===== src/rtl/nibble_serial_adder_pkg.sv =====
// Shared definitions for the nibble-serial adder: FSM state encoding, slice width
// and the single-bit full-adder equation used by the 4-bit slice.
package nibble_serial_adder_pkg;

  localparam logic [1:0] S_IDLE = 2'd0;
  localparam logic [1:0] S_RUN  = 2'd1;
  localparam logic [1:0] S_DONE = 2'd2;

  localparam int SLICE_W = 4;

  typedef enum logic [1:0] {
    IDLE = S_IDLE,
    RUN  = S_RUN,
    DONE = S_DONE
  } state_t;

  // Full adder: returns {carry_out, sum}
  function automatic logic [1:0] full_add(input logic a, input logic b, input logic c);
    full_add = {(a & b) | (a & c) | (b & c), a ^ b ^ c};
  endfunction

endpackage


===== src/rtl/nibble_add4.sv =====
// Combinational 4-bit ripple-carry slice built from per-bit full adders.
module nibble_add4
  import nibble_serial_adder_pkg::*;
(
  input  logic [SLICE_W-1:0] a,
  input  logic [SLICE_W-1:0] b,
  input  logic               cin,
  output logic [SLICE_W-1:0] sum,
  output logic               cout
);

  logic [SLICE_W:0] carry_s;

  // Ripple the carry through the four bit positions
  always_comb begin
    carry_s    = '0;
    sum        = '0;
    carry_s[0] = cin;
    for (int i = 0; i < SLICE_W; i++) begin
      {carry_s[i+1], sum[i]} = full_add(a[i], b[i], carry_s[i]);
    end
    cout = carry_s[SLICE_W];
  end

endmodule


===== src/rtl/nibble_serial_adder.sv =====
// Multi-cycle WIDTH-bit adder: one 4-bit slice processes a nibble per cycle, the
// slice carry is kept in a register between cycles. Valid/ready on both sides.
module nibble_serial_adder
  import nibble_serial_adder_pkg::*;
#(
  parameter int WIDTH = 16
) (
  input  logic             clk,
  input  logic             rst_n,
  input  logic             in_valid,
  output logic             in_ready,
  input  logic [WIDTH-1:0] in_a,
  input  logic [WIDTH-1:0] in_b,
  input  logic             in_cin,
  output logic             out_valid,
  input  logic             out_ready,
  output logic [WIDTH-1:0] out_sum,
  output logic             out_cout,
  output logic             busy
);

  localparam int NIB = WIDTH / SLICE_W;
  localparam int CW  = (NIB > 1) ? $clog2(NIB) : 1;
  localparam logic [CW-1:0] LAST = CW'(NIB - 1);

  if ((WIDTH % SLICE_W) != 0 || WIDTH < SLICE_W) begin : g_width_check
    $error("nibble_serial_adder: WIDTH must be a multiple of 4 and at least 4");
  end

  state_t             state_r;
  state_t             state_nxt_s;
  logic [WIDTH-1:0]   a_r;
  logic [WIDTH-1:0]   b_r;
  logic               carry_r;
  logic [CW-1:0]      cnt_r;
  logic [WIDTH-1:0]   out_sum_r;
  logic               out_cout_r;
  logic               in_ready_r;
  logic               out_valid_r;
  logic               busy_r;

  logic [SLICE_W-1:0] slice_sum_s;
  logic               slice_cout_s;
  logic [WIDTH-1:0]   sum_nxt_s;
  logic               accept_s;
  logic               last_s;

  nibble_add4 u_slice (
    .a    (a_r[SLICE_W-1:0]),
    .b    (b_r[SLICE_W-1:0]),
    .cin  (carry_r),
    .sum  (slice_sum_s),
    .cout (slice_cout_s)
  );

  // The partial-sum shift register only needs the nibbles that survive the next shift;
  // the fresh slice result always enters at the top.
  if (NIB == 1) begin : g_one_nibble
    assign sum_nxt_s = slice_sum_s;
  end else begin : g_multi_nibble
    logic [WIDTH-SLICE_W-1:0] acc_r;

    // Partial sum accumulates nibble results while running
    always_ff @(posedge clk or negedge rst_n) begin
      if (!rst_n) begin
        acc_r <= '0;
      end else if (state_r == RUN) begin
        acc_r <= sum_nxt_s[WIDTH-1:SLICE_W];
      end else begin
        acc_r <= acc_r;
      end
    end

    assign sum_nxt_s = {slice_sum_s, acc_r};
  end

  assign accept_s = (state_r == IDLE) && in_valid && in_ready_r;
  assign last_s   = (cnt_r == LAST);

  // FSM state register
  always_ff @(posedge clk or negedge rst_n) begin
    if (!rst_n) begin
      state_r <= IDLE;
    end else begin
      state_r <= state_nxt_s;
    end
  end

  // FSM next-state decode
  always_comb begin
    state_nxt_s = state_r;
    case (state_r)
      IDLE: begin
        if (accept_s) state_nxt_s = RUN;
        else          state_nxt_s = IDLE;
      end
      RUN: begin
        if (last_s) state_nxt_s = DONE;
        else        state_nxt_s = RUN;
      end
      DONE: begin
        if (out_ready) state_nxt_s = IDLE;
        else           state_nxt_s = DONE;
      end
      default: state_nxt_s = IDLE;
    endcase
  end

  // Operand capture, nibble shifting, inter-cycle carry and result latch
  always_ff @(posedge clk or negedge rst_n) begin
    if (!rst_n) begin
      a_r        <= '0;
      b_r        <= '0;
      carry_r    <= 1'b0;
      cnt_r      <= '0;
      out_sum_r  <= '0;
      out_cout_r <= 1'b0;
    end else begin
      case (state_r)
        IDLE: begin
          if (accept_s) begin
            a_r     <= in_a;
            b_r     <= in_b;
            carry_r <= in_cin;
            cnt_r   <= '0;
          end else begin
            a_r     <= a_r;
          end
        end
        RUN: begin
          a_r     <= a_r >> SLICE_W;
          b_r     <= b_r >> SLICE_W;
          carry_r <= slice_cout_s;
          cnt_r   <= cnt_r + CW'(1);
          if (last_s) begin
            out_sum_r  <= sum_nxt_s;
            out_cout_r <= slice_cout_s;
          end else begin
            out_sum_r  <= out_sum_r;
          end
        end
        default: begin
          a_r <= a_r;
        end
      endcase
    end
  end

  // Handshake/status flags registered from the next state; in_ready stays low
  // until the first edge after reset release
  always_ff @(posedge clk or negedge rst_n) begin
    if (!rst_n) begin
      in_ready_r  <= 1'b0;
      out_valid_r <= 1'b0;
      busy_r      <= 1'b0;
    end else begin
      in_ready_r  <= (state_nxt_s == IDLE);
      out_valid_r <= (state_nxt_s == DONE);
      busy_r      <= (state_nxt_s != IDLE);
    end
  end

  assign in_ready  = in_ready_r;
  assign out_valid = out_valid_r;
  assign busy      = busy_r;
  assign out_sum   = out_sum_r;
  assign out_cout  = out_cout_r;

endmodule


===== config.mk =====
export PLATFORM = sky130hd
export DESIGN_NAME = nibble_serial_adder
export DESIGN_NICKNAME = d
export VERILOG_FILES = /design/src/rtl/nibble_serial_adder_pkg.sv /design/src/rtl/nibble_add4.sv /design/src/rtl/nibble_serial_adder.sv
export SDC_FILE = /design/constraint.sdc
export NUM_CORES = 1
export LEC_CHECK = 0
export CAP_MARGIN = 20
export CORE_MARGIN = 3
export CORE_UTILIZATION = 53
export CTS_BUF_LIST = sky130_fd_sc_hd__clkbuf_8
export CTS_CLUSTER_SIZE = 8
export DETAILED_ROUTE_END_ITERATION = 16
export GPL_TIMING_DRIVEN = 0
export PLACE_DENSITY = 0.82
export RECOVER_POWER = 100
export SLEW_MARGIN = 20
export SYNTH_ARGS = -nofsm -noshare
export SYNTH_HDL_FRONTEND = slang
export SYNTH_HIERARCHICAL = 1
export SYNTH_SLANG_ARGS = --single-unit

===== constraint.sdc =====
create_clock -name clk -period 2.9 [get_ports clk]
set_input_delay 0.58 -clock clk [delete_from_list [all_inputs] [get_ports clk]]
set_output_delay 0.58 -clock clk [all_outputs]
set_load 0.03 [all_outputs]

==> metrics.cfg <==
[clock_network]
cts.clk_slew.worst_paths_ns = 0.07
cts.sinks = 69
cts.repair.resized = 0
cts_max_path_buffers = 2
cts_hold_buf = 0
cts_setup_buffers = 0
clock_latency_ns = 0.34
cts_buffers = 9
cts_tree = done
cts-root-buf = clkbuf_8
ctsHtreeMaxLevel = 3

[layout]
antenna_cells = 0
synthToLayoutAreaGrowth_pct = 30.9
final_area_um2 = 3710
fin_nets = 339
layout-drive-gt1-share = 0.152
layoutNonFillerInstCount = 369

[sta]
tightest_slew_ns = 1.27
fin_crit_sh = 0.774
min_period_ns = 2.24
fmax_mhz = 446
final-setup-viol-count = 0
slew_violations = 0
rsz0062_at_grt = false
finalClockSkew_ns = 0.00559
hold_viol = 0
relSlewSlack = 0.151

[detailed_routing]
vias = 1925
dr.first_iter.drc_count = 68
first_pass_iters = 4
postRouteAntennaNets = 0
drt_wl_total_um = 5500
drt-vias-per-instance = 5.22
routedWlPerCell_um = 14.9
route.detailed.drc = 0

[yosys]
async_reset_ff_frac = 1.00
ys_ff_latch = 69
synth_ff_type = dfrtp_1
yosys_warnings = 6
yosysTopAreaCell = dfrtp_1
synth_cells = 229
synthTopCellsByArea = dfrtp_1 (61%), mux2_2 (9.5%), o22ai_1 (5.5%)
syn_area_per_cell_um2 = 12.4
synth_commonest_cells = dfrtp_1 (69), inv_1 (36), a21oi_1 (27), o22ai_1 (25), mux2_2 (24)
synth_edf_count = 0
synth_nets = 271
syn_area_um2 = 2830
seq_area_frac_synth = 0.610
synth_cell_type_count = 24
yosysMostFrequentCell = dfrtp_1
synth_top_area_share = 0.610

[place]
dpl_cell_area_um2 = 3490
dp_hpwl_um = 3930
port_buffers = 56
dpl.cell_count = 353
routabilityCongestion = 0.768

[die]
rows = 25
dieHeight_um = 79.1
start_util = 0.573
die_area_um2 = 6260
core-area_um2 = 4940
ioPinCount = 57
die_x_um = 79.1

[global_routing]
grt_antenna_before_repair = 0
overflow = 0
grt_pass1_wl_um = 9190
grt_max_degree = 45
grt_pass1_vias = 2030
grt_usage = 0.196

[worst_setup_path]
cpLargestDelayFamily = buffers and inverters
critPathLaunchType = input port
cpPeakStageDelay_ns = 0.57
cp_max_fo = 10
crit_path_top_delay_cell = dlygate4sd3_1
worstPathRequired_ns = 3.17
path_class = in -> reg
crit_path_frequent_cell = clkbuf_1
worst-endpoint-arrival_ns = 2.52
path_buf_inv = 3
cp_cell_sequence = dlygate4sd3_1 -> a21oi_1 -> or2_1 -> clkbuf_1 -> clkbuf_1 -> a22o_1
endpoint_kind = register

[pwr]
powerDensity_nw_per_um2 = 1280
leakagePower_uw = 0.00171
vdd_drop_max_uv = 531

[run]
max_cap_viol_count = 0

[outcome]
status = finished, final reports clean

[hold_path]
hold_class = in -> async

## report_power, final
group          total, µW  switching [µW]  internal, µW
Sequential          1710             262          1450
Combinational       2020            1110           907
Clock               1000             348           655
## worst paths after layout
check                       startpoint                        to  slack (ns)  cells past startpoint
setup / recovery              in_valid                   b_r[15]        0.66                      6
hold / removal                   rst_n                out_sum[3]        0.50                      1
setup reg to reg                a_r[0]  g_multi_nibble.acc_r[11]        0.66                      9
hold reg to reg            out_sum[12]               out_sum[12]        0.50                      1
max in group asynchronous        rst_n                  in_ready        0.75                      2
min in group clk           out_sum[12]               out_sum[12]        0.50                      1
## sequential cells by signal (all words and copies together) (netlist names)
name	flops
a_r	16
b_r	16
out_sum	16
g_multi_nibble.acc_r	12
cnt_r	2
state_r	2
busy	1
carry_r	1
in_ready	1
out_cout	1
out_valid	1
## through the flow
step	util	hold slack (ns)	worst slack, ns	TNS [ns]	total power (µW)
final	0.750	0.496	0.655	0	4730
after detailed placement	0.707	0.485	0.696	0	3870
after global routing	0.750	0.516	0.303	0	5080
after CTS	0.760	0.133	0.633	0	4910
after global placement	0.704	0.473	-0.992	-68.19	3760
after floorplan	-	0.284	0.833	0	3170
## area by class of cell
type	count	area (µm²)
fill	376	1230
clock buffer	9	124
buffer	14	60.1
multi-input combinational	110	881
timing repair buffer	57	559
tap	67	83.8
inverter	36	135
sequential	69	1730
clock inverter	7	138
## cell families after synthesis
logic type                 share of synthesized area
adders and majority gates                     0.0327
muxes                                          0.115
DFF                                            0.610
buffers and inverters                         0.0782
AOI/OAI and AO/OA                              0.144
and+or+nand+nor                               0.0208
## worst reg2reg max path, delay by kind of cell, from the launching register on
family	cells	cell delay (ns)
flops	1	0.38
fa+ha+maj	4	1.36
buf+inv	4	0.29
mux	1	0.15
## routing by layer
layer,track usage,share of wire,up-vias
li1,-,-,923
met4,0.113,0.018,0
met1,0.230,0.43,931
met3,0.0476,0.048,10
met5,0,0,-
met2,0.327,0.50,61
## cell usage in the layout (no fill, tap or decap)
cell             Yosys  layout
a22o_1               9       9
clkbuf_2             0       1
nand2_1              2       2
ha_1                 1       1
nor3_2               1       1
o21ai_0              3       4
nand4bb_1            1       1
nand3b_1             1       1
a21o_1               1       1
a21oi_1             27      28
buf_4                2       1
dfrtp_1             69      69
clkbuf_8             0       9
nand2b_1             2       2
inv_1               36      36
o22ai_1             25      25
clkdlybuf4s50_1      0      34
fa_1                 4       4
nor2_1               1       1
dlygate4sd3_1        0      21
clkbuf_1             0      10
mux2_1               5       5
bufinv_16            0       4
or2_1                1       1
clkinv_2             0       2
buf_1                1       1
mux2_2              24      24
clkinvlp_4           0       1
buf_2                9       3
Power figures use the tool's default switching activity.
